**src/rtl/muldiv_seq.sv**
```systemverilog
// Iterative RV32M multiply/divide unit: radix-2 shift-add multiply and restoring divide, one bit per cycle.
// Optional macro MULDIV_EARLY_OUT_EN lets trivial operations (divide by zero, signed overflow, zero multiply) skip RUN.
module muldiv_seq #(
  parameter int XLEN = 32,
  parameter int ITER = 32
) (
  input  logic            clk,
  input  logic            rst_n,
  input  logic            start,
  input  logic [2:0]      funct3,
  input  logic [XLEN-1:0] rs1_data,
  input  logic [XLEN-1:0] rs2_data,
  input  logic            flush,
  output logic            busy,
  output logic            stall,
  output logic            done,
  output logic [XLEN-1:0] result
);

  localparam int CW = (ITER > 1) ? $clog2(ITER) : 1;
  localparam logic [CW-1:0] LAST = CW'(ITER - 1);
  localparam logic [XLEN-1:0] MIN_NEG = {1'b1, {(XLEN-1){1'b0}}};

  typedef enum logic [1:0] {IDLE, RUN, DONE} state_t;

  state_t          state, state_next;
  logic [CW-1:0]   cnt, cnt_next;
  logic [2:0]      op, op_next;
  logic            neg, neg_next;
  logic [XLEN-1:0] a_reg, a_next;
  logic [XLEN-1:0] hi, hi_next;
  logic [XLEN-1:0] lo, lo_next;
  logic [XLEN-1:0] result_next;

  // Operand decode at latch time
  logic            s1_signed, s2_signed, neg1, neg2, rs2_zero, neg_in;
  logic [XLEN-1:0] mag1, mag2;

  assign s1_signed = (funct3 == 3'b001) || (funct3 == 3'b010) ||
                     (funct3 == 3'b100) || (funct3 == 3'b110);
  assign s2_signed = (funct3 == 3'b001) || (funct3 == 3'b100) || (funct3 == 3'b110);
  assign neg1      = s1_signed && rs1_data[XLEN-1];
  assign neg2      = s2_signed && rs2_data[XLEN-1];
  assign mag1      = neg1 ? -rs1_data : rs1_data;
  assign mag2      = neg2 ? -rs2_data : rs2_data;
  assign rs2_zero  = (rs2_data == '0);

  // Quotient keeps the all-ones divide-by-zero answer unsigned; remainder follows the dividend
  always_comb begin
    if (!funct3[2])     neg_in = neg1 ^ neg2;
    else if (funct3[1]) neg_in = neg1;
    else                neg_in = (neg1 ^ neg2) && !rs2_zero;
  end

  logic            early;
  logic [XLEN-1:0] early_val;

`ifdef MULDIV_EARLY_OUT_EN
  always_comb begin
    early     = 1'b0;
    early_val = '0;
    if (funct3[2]) begin
      if (rs2_zero) begin
        early     = 1'b1;
        early_val = funct3[1] ? rs1_data : '1;
      end else if (!funct3[0] && rs1_data == MIN_NEG && rs2_data == '1) begin
        early     = 1'b1;
        early_val = funct3[1] ? '0 : MIN_NEG;
      end
    end else if (rs1_data == '0 || rs2_data == '0) begin
      early     = 1'b1;
      early_val = '0;
    end
  end
`else
  assign early     = 1'b0;
  assign early_val = '0;
`endif

  // One iteration: multiply uses {hi,lo} as a right-shifting product, divide as a left-shifting {rem,quot}
  logic [XLEN:0]     mul_sum, shifted, diff;
  logic [XLEN-1:0]   step_hi, step_lo;
  logic [2*XLEN-1:0] prod, prod_s;
  logic [XLEN-1:0]   div_val, div_s, fin;

  assign mul_sum = {1'b0, hi} + (lo[0] ? {1'b0, a_reg} : '0);
  assign shifted = {hi, lo[XLEN-1]};
  assign diff    = shifted - {1'b0, a_reg};

  always_comb begin
    if (op[2]) begin
      step_hi = diff[XLEN] ? shifted[XLEN-1:0] : diff[XLEN-1:0];
      step_lo = {lo[XLEN-2:0], ~diff[XLEN]};
    end else begin
      step_hi = mul_sum[XLEN:1];
      step_lo = {mul_sum[0], lo[XLEN-1:1]};
    end
  end

  assign prod    = {step_hi, step_lo};
  assign prod_s  = neg ? -prod : prod;
  assign div_val = op[1] ? step_hi : step_lo;
  assign div_s   = neg ? -div_val : div_val;

  always_comb begin
    case (op)
      3'b000:                 fin = prod_s[XLEN-1:0];
      3'b001, 3'b010, 3'b011: fin = prod_s[2*XLEN-1:XLEN];
      default:                fin = div_s;
    endcase
  end

  always_comb begin
    state_next  = state;
    cnt_next    = cnt;
    op_next     = op;
    neg_next    = neg;
    a_next      = a_reg;
    hi_next     = hi;
    lo_next     = lo;
    result_next = result;
    if (flush) begin
      state_next = IDLE;
    end else begin
      case (state)
        IDLE, DONE: begin
          if (start) begin
            op_next  = funct3;
            neg_next = neg_in;
            a_next   = mag2;
            hi_next  = '0;
            lo_next  = mag1;
            cnt_next = '0;
            if (early) begin
              state_next  = DONE;
              result_next = early_val;
            end else begin
              state_next = RUN;
            end
          end else begin
            state_next = IDLE;
          end
        end
        RUN: begin
          hi_next  = step_hi;
          lo_next  = step_lo;
          cnt_next = (cnt == LAST) ? '0 : cnt + CW'(1);
          if (cnt == LAST) begin
            state_next  = DONE;
            result_next = fin;
          end
        end
        default: state_next = IDLE;
      endcase
    end
  end

  always_ff @(posedge clk or negedge rst_n) begin
    if (!rst_n) begin
      state  <= IDLE;
      cnt    <= '0;
      op     <= '0;
      neg    <= 1'b0;
      a_reg  <= '0;
      hi     <= '0;
      lo     <= '0;
      result <= '0;
    end else begin
      state  <= state_next;
      cnt    <= cnt_next;
      op     <= op_next;
      neg    <= neg_next;
      a_reg  <= a_next;
      hi     <= hi_next;
      lo     <= lo_next;
      result <= result_next;
    end
  end

  assign busy  = (state == RUN);
  assign done  = (state == DONE);
  assign stall = (start && (state == IDLE || state == DONE) && !flush) || busy;

endmodule

```
**config.mk**
```make
export PLATFORM = sky130hd
export DESIGN_NAME = muldiv_seq
export DESIGN_NICKNAME = d
export VERILOG_FILES = /design/src/rtl/muldiv_seq.sv
export SDC_FILE = /design/constraint.sdc
export NUM_CORES = 1
export LEC_CHECK = 0
export CAP_MARGIN = 5
export CORE_MARGIN = 5
export CORE_UTILIZATION = 48
export CTS_CLUSTER_SIZE = 10
export DETAILED_ROUTE_END_ITERATION = 12
export PLACE_DENSITY_LB_ADDON = 0.1
export SYNTH_ARGS = -nofsm -noshare
export SYNTH_HDL_FRONTEND = slang
export SYNTH_SLANG_ARGS = --single-unit
```
**constraint.sdc**
```tcl
create_clock -name clk -period 6.1 [get_ports clk]
set_clock_uncertainty 0.1 [all_clocks]
set_input_delay 0.61 -clock clk [delete_from_list [all_inputs] [get_ports clk]]
set_output_delay 0.61 -clock clk [all_outputs]
set_load 0.02 [all_outputs]
```
# Yosys cells after proc, flatten, opt, wreduce, memory -nomap -nowiden
# Cells that the tools add are included.
dict set report classes {
  magnitude_cmp 0
  mux 23
  bitwise 3
  multipliers 0
  div_mod_pow 0
  addsub 7
  reduce_logical 23
  n_shift 0
  eq_ne 12
}
# op count
set ops {}
lappend ops {{32-bit two-way mux} 10}
lappend ops {{32-bit one-hot mux with 2 select lines} 3}
lappend ops {{32-bit negator} 3}
lappend ops {{64-bit two-way mux} 1}
lappend ops {{64-bit negator} 1}
lappend ops {{32-bit by 32-bit adder with 33-bit output} 1}
lappend ops {{33-bit by 32-bit subtractor with 33-bit output} 1}
lappend ops {{32-bit logical NOT} 1}
lappend ops {{5-bit two-way mux} 2}
lappend ops {{5-bit one-hot mux with 2 select lines} 1}
lappend ops {{3-bit by 2-bit equality test with 1-bit output, second input constant} 3}
lappend ops {{3-bit AND reduction} 3}
lappend ops {{1-bit logical OR} 7}
lappend ops {{3-bit by 1-bit equality test with 1-bit output, second input constant} 2}
lappend ops {{3-bit equality test, second input constant} 2}
lappend ops {{5-bit by 1-bit adder with 5-bit output, second input constant} 1}
lappend ops {{5-bit equality test, second input constant} 1}
lappend ops {{1-bit logical AND} 5}
lappend ops {{2-bit two-way mux} 2}
lappend ops {{2-bit one-hot mux with 2 select lines} 1}
lappend ops {{3-bit logical NOT} 1}
lappend ops {{1-bit two-way mux} 3}
lappend ops {{3-bit by 2-bit inequality test with 1-bit output, second input constant} 1}
lappend ops {{3-bit OR reduction} 1}
lappend ops {{9 further kinds} 11}
dict set report totals {
  latchBits 0
  register_bits 139
  out_inout_bits 35
  rom_bits 0
  ram_bits 0
  elab_cells 76
  inputBits 71
  memories 0
}

# Depth between registers and ports, before layout
dict set report depth {
  depth_word 9
  depth_mapped 22
  ltp_nobuf 20
}

# Worst setup path after synthesis
# No wires, ideal clock.
dict set report synth_timing {
  path_type {reg-to-reg}
  from {register lo[31]}
  to {register result[30]}
  arrival_time_ns 4.721
  setup_ns 0.082
  stages_incl_launch_ff 23
  slack_ns 1.197
  t_required_ns 5.918
  period_less_slack_ns 4.903
  path_buffers 3
  path_cell_list {dfrtp_1 inv_1 ha_1 fa_1 nand2b_1 a21oi_1 o21a_1 o211ai_2 a21oi_2 buf_4 buf_4 nor2_1 a21oi_1 ha_1 o211ai_1 or3_1 clkbuf_1 nor4_1 nand2_1 or3_1 o31ai_1 a21oi_1 a31oi_1}
}
dict set report synth_between {
  elab_chain_cells 7
  elab_cells_between_ends 11
  classes_between {add/sub: 3; mux: 7; bitwise: 1}
}
# element line_no
set synth_lines {}
lappend synth_lines {{start, declared} 32} ;# logic [XLEN-1:0] lo, lo_next;
lappend synth_lines {{start signal, assigned} 175} ;# lo <= lo_next;
lappend synth_lines {{33-bit by 32-bit subtractor with 33-bit output} 88} ;# assign diff = shifted - {1'b0, a_reg};
lappend synth_lines {{32-bit two-way mux or 1-bit NOT (tied branches)} {92, 93}}
lappend synth_lines {{32-bit two-way mux} 91} ;# if (op[2]) begin
lappend synth_lines {{32-bit two-way mux} 102} ;# assign div_val = op[1] ? step_hi : step_lo;
lappend synth_lines {{32-bit negator} 103} ;# assign div_s = neg ? -div_val : div_val;
lappend synth_lines {{32-bit two-way mux} 103}
lappend synth_lines {{32-bit one-hot mux with 2 select lines (*)} 106} ;# case (op)
lappend synth_lines {{end signal, assigned} 176} ;# result <= result_next;
lappend synth_lines {{end, declared} 17} ;# output logic [XLEN-1:0] result
# Every way passes the cells marked *; elsewhere a longest branch is shown, timed or not.
# A chain may end at the register's enable or synchronous reset.

# Worst setup path after layout
dict set report layout_timing {
  from {register lo[0]}
  to {register result[31]}
}
dict set report layout_between {
  elab_chain_cells 7
  elab_cells_between_ends 10
  classes_between {add/sub: 3; mux: 7}
}
# element line_no
set layout_lines {}
lappend layout_lines {{32-bit two-way mux} 86} ;# assign mul_sum = {1'b0, hi} + (lo[0] ? {1'b0, a_reg} : '0);
lappend layout_lines {{32-bit by 32-bit adder with 33-bit output} 86}
lappend layout_lines {{32-bit two-way mux} 91}
lappend layout_lines {{32-bit two-way mux} 102}
lappend layout_lines {{32-bit negator} 103}
lappend layout_lines {{32-bit two-way mux} 103}
lappend layout_lines {{32-bit one-hot mux with 2 select lines (*)} 106}
# Marks and branches as above.

==> summary.md <==
| Metric | Value |
|---|---|
| Outcome | `finished clean` |
| # IOs | `about 110` |
| Max Cap Viol | `0` |
| Setup TNS | `0 ps` |
| Initial Util | `0.488` |
| Worst Path Class, Setup | `reg2reg` |
| Post-route insts no fill | `between 2000 and 3000` |
| N_diodes | `0` |
| RR Endpoint | `result[31]$_DFFE_PN0P_` |
| DRC violations left | `0` |
| Largest net degree at the start of global routing | `73` |
| P&R area growth vs syn | `14.3%` |
| Pre-antenna DRT Iters | `6` |
| First-pass GRT wire length | `105000 um` |
| Clock-pin slew of the registers on the worst-case setup and hold paths | `around 70 ps` |
| Worst-margin pin slew | `between 1000 and 1500 ps` |
| CP startpoint kind | `register` |
| Crit-path max FO | `21` |
| Hold WC Path Type | `in2async` |
| Pwr dens | `524 mW/mm2` |
| Chip Width | `195 um` |
| All-layer global routing usage | `0.356` |
| PortBufs | `105` |
| Dpl cells | `2726` |
| Crit path time final | `5810 ps` |
| Reg power frac | `0.160` |
| Layout fillers | `~3300` |
| Final period utilization | `0.952` |
| Multi-input gate area | `0.0122 mm2` |
| Commonest non-fill, non-tap cell in the layout | `nand2_1` |
| Root buf cell | `clkbuf_16` |
| Post-synthesis sequential area ratio | `0.212` |
| RSZ-0062 raised after global routing | `no` |
| EDFF count, synth | `0` |
| Most frequent cells in the layout | `nand2_1 (282), o21ai_0 (219), nor2_1 (210)` |
| Die Ht | `195 um` |
| Synth warnings | `0` |
| Switch Pwr | `5.52 mW` |
| GRT overflow | `0` |
| Clock buffer count from CTS | `17` |
| Crit path to | `result[31]$_DFFE_PN0P_` |
| Vias post-DR | `18300` |
| H-tree depth | `4` |
| Worst setup startpoint | `lo[0]$_DFFE_PN0P_` |
| WHS | `49.8 ps` |
| Clock Power Share | `0.115` |
| R2r startpoint | `lo[0]$_DFFE_PN0P_` |
| CP arrival | `6040 ps` |
| Lkg Pwr | `7.56 nW` |
| Mapped Avg Cell Area | `7.40 um2` |
| Final Max Slew Viols | `0` |
| Initial antenna violation count | `3` |
| Num rows | `67` |
| R2R Setup Slk | `a little under 300 ps` |
| Core area | `0.0336 mm2` |
| Gp weighted congestion | `1.02` |
| Detailed Route WL | `69700 um` |
| Logic pwr share | `0.725` |
| Sw Share | `0.562` |
| Synth Instances | `between 2000 and 2500` |
| Via density | `6.64` |
| #FFs+latches synth | `139` |
| CP Capture Type | `register` |
| Worst skew pair latency | `470 ps` |
| Post-synth ARST share | `1.00` |
| Nets | `2441` |
| Setup Viol. Count Final | `0` |
| Number of distinct library cells after synthesis | `109` |
| Synth Flop Type | `dfrtp_1` |
| Crit path required time | `6330 ps` |
| Rel. slew slack | `0.319` |
| Die area | `0.0379 mm2` |
| Routed len/inst | `25.3 um` |
| Reg2Reg Depth | `17` |
| Clock Sinks | `roughly 140` |
| Synthesized area | `0.0164 mm2` |
| FMAX | `0.172 GHz` |
| Share of layout cells above drive strength 1 | `0.0939` |
| Vias in the first global route | `17200` |
| Clk buf depth | `2` |
| Final HPWL DP | `54500 um` |
| Post-route ant nets | `0` |
| Register area | `around 0.0035 mm2` |
| VDD IR max | `0.000275 V` |
| Syn Nets | `2359` |
| Pint | `roughly 4.3 mW` |
| Initial drt markers | `2265` |
| CTS tree | `built` |
| Fin. Hold Viols | `0` |
==> layout make-up <==
class,count,area share
timing repair buffer,187,0.0896
clock inverter,11,0.00768
sequential,139,0.186
multi-input combinational,1885,0.649
tap,448,0.0299
inverter,68,0.0136
clock buffer,21,0.0246
==> Yosys cell counts (all sizes together) (40+ instances only) <==
| library cell | n | area share |
|---|---|---|
| a21oi | 192 | 0.060 |
| and2 | 51 | 0.020 |
| clkbuf | 88 | 0.020 |
| dfrtp | 139 | 0.21 |
| ha | 70 | 0.053 |
| inv | 66 | 0.015 |
| mux2i | 40 | 0.024 |
| nand2 | 285 | 0.066 |
| nand3 | 44 | 0.015 |
| nor2 | 214 | 0.050 |
| nor3 | 62 | 0.022 |
| o21ai | 233 | 0.071 |
| xnor2 | 105 | 0.056 |
| xor2 | 65 | 0.035 |
==> per-layer routing <==
layer,track usage,share of wire,up-vias
li1,-,-,8324
met1,0.499,0.42,8746
met2,0.538,0.43,1046
met3,0.0731,0.11,197
met4,0.138,0.041,4
met5,0,0.00039,-
==> how the worst min path moves through the flow <==
stage / from / end / slack [ps]
6_report: rst_n / a_reg[22]$_DFFE_PN0P_ / 50
5_1_grt: rst_n / a_reg[22]$_DFFE_PN0P_ / 110
4_1_cts: rst_n / a_reg[22]$_DFFE_PN0P_ / 120
3_5_place_dp: result[12]$_DFFE_PN0P_ / result[12]$_DFFE_PN0P_ / 370
3_3_place_gp: result[4]$_DFFE_PN0P_ / result[4]$_DFFE_PN0P_ / 370
2_1_floorplan: rst_n / a_reg[0]$_DFFE_PN0P_ / 210
==> timing repair <==
action / in CTS / in global routing
hold buffers: 0 / 0
endpoints found under the setup margin: 0 / 8
resized for setup: 0 / 4
setup buffers: 0 / 1
==> power by group through the flow <==
stage / clock [mW] / sequential [mW] / combinational [mW]
2_1_floorplan: 0 / 1.35 / 4.79
3_3_place_gp: 0 / 1.56 / 6.85
3_5_place_dp: 0 / 1.57 / 6.87
4_1_cts: 1.14 / 1.55 / 6.91
5_1_grt: 1.17 / 1.58 / 7.57
6_report: 1.13 / 1.57 / 7.12
==> logic make-up after synthesis <==
family	count (synthesis)	synth area share
xor+xnor	170	0.0908
mux	59	0.0395
compound gates	764	0.307
fa+ha+maj	72	0.0559
simple gates	820	0.246
buf+inv	192	0.0487
flops	139	0.212
==> metrics by stage <==
stage | util | instance area [um2] | power [mW] | setup slack (ps)
floorplan | - | 16400 | 6.14 | 1200
global placement | 0.539 | 18100 | 8.41 | 351
detailed placement | 0.539 | 18100 | 8.44 | 285
CTS | 0.557 | 18700 | 9.60 | 249
global route | 0.558 | 18700 | 10.3 | 41.3
finish | 0.558 | 18700 | 9.82 | 290
==> critical path, cell delays in order, from the launching register on <==
cell       delay, ps
dfrtp_1          660
and2_1           290
ha_1             210
fa_1             430
a211oi_1         380
o21bai_1         300
a2111oi_2        550
buf_4            210
o21ai_0          100
xor2_1           270
o22ai_1          190
a31o_2           170
o2111ai_1        190
or3_1            570
nor3_2           410
nor3b_2          310
mux2i_1          210
o2111ai_1        120
Power figures use the tool's default switching activity.
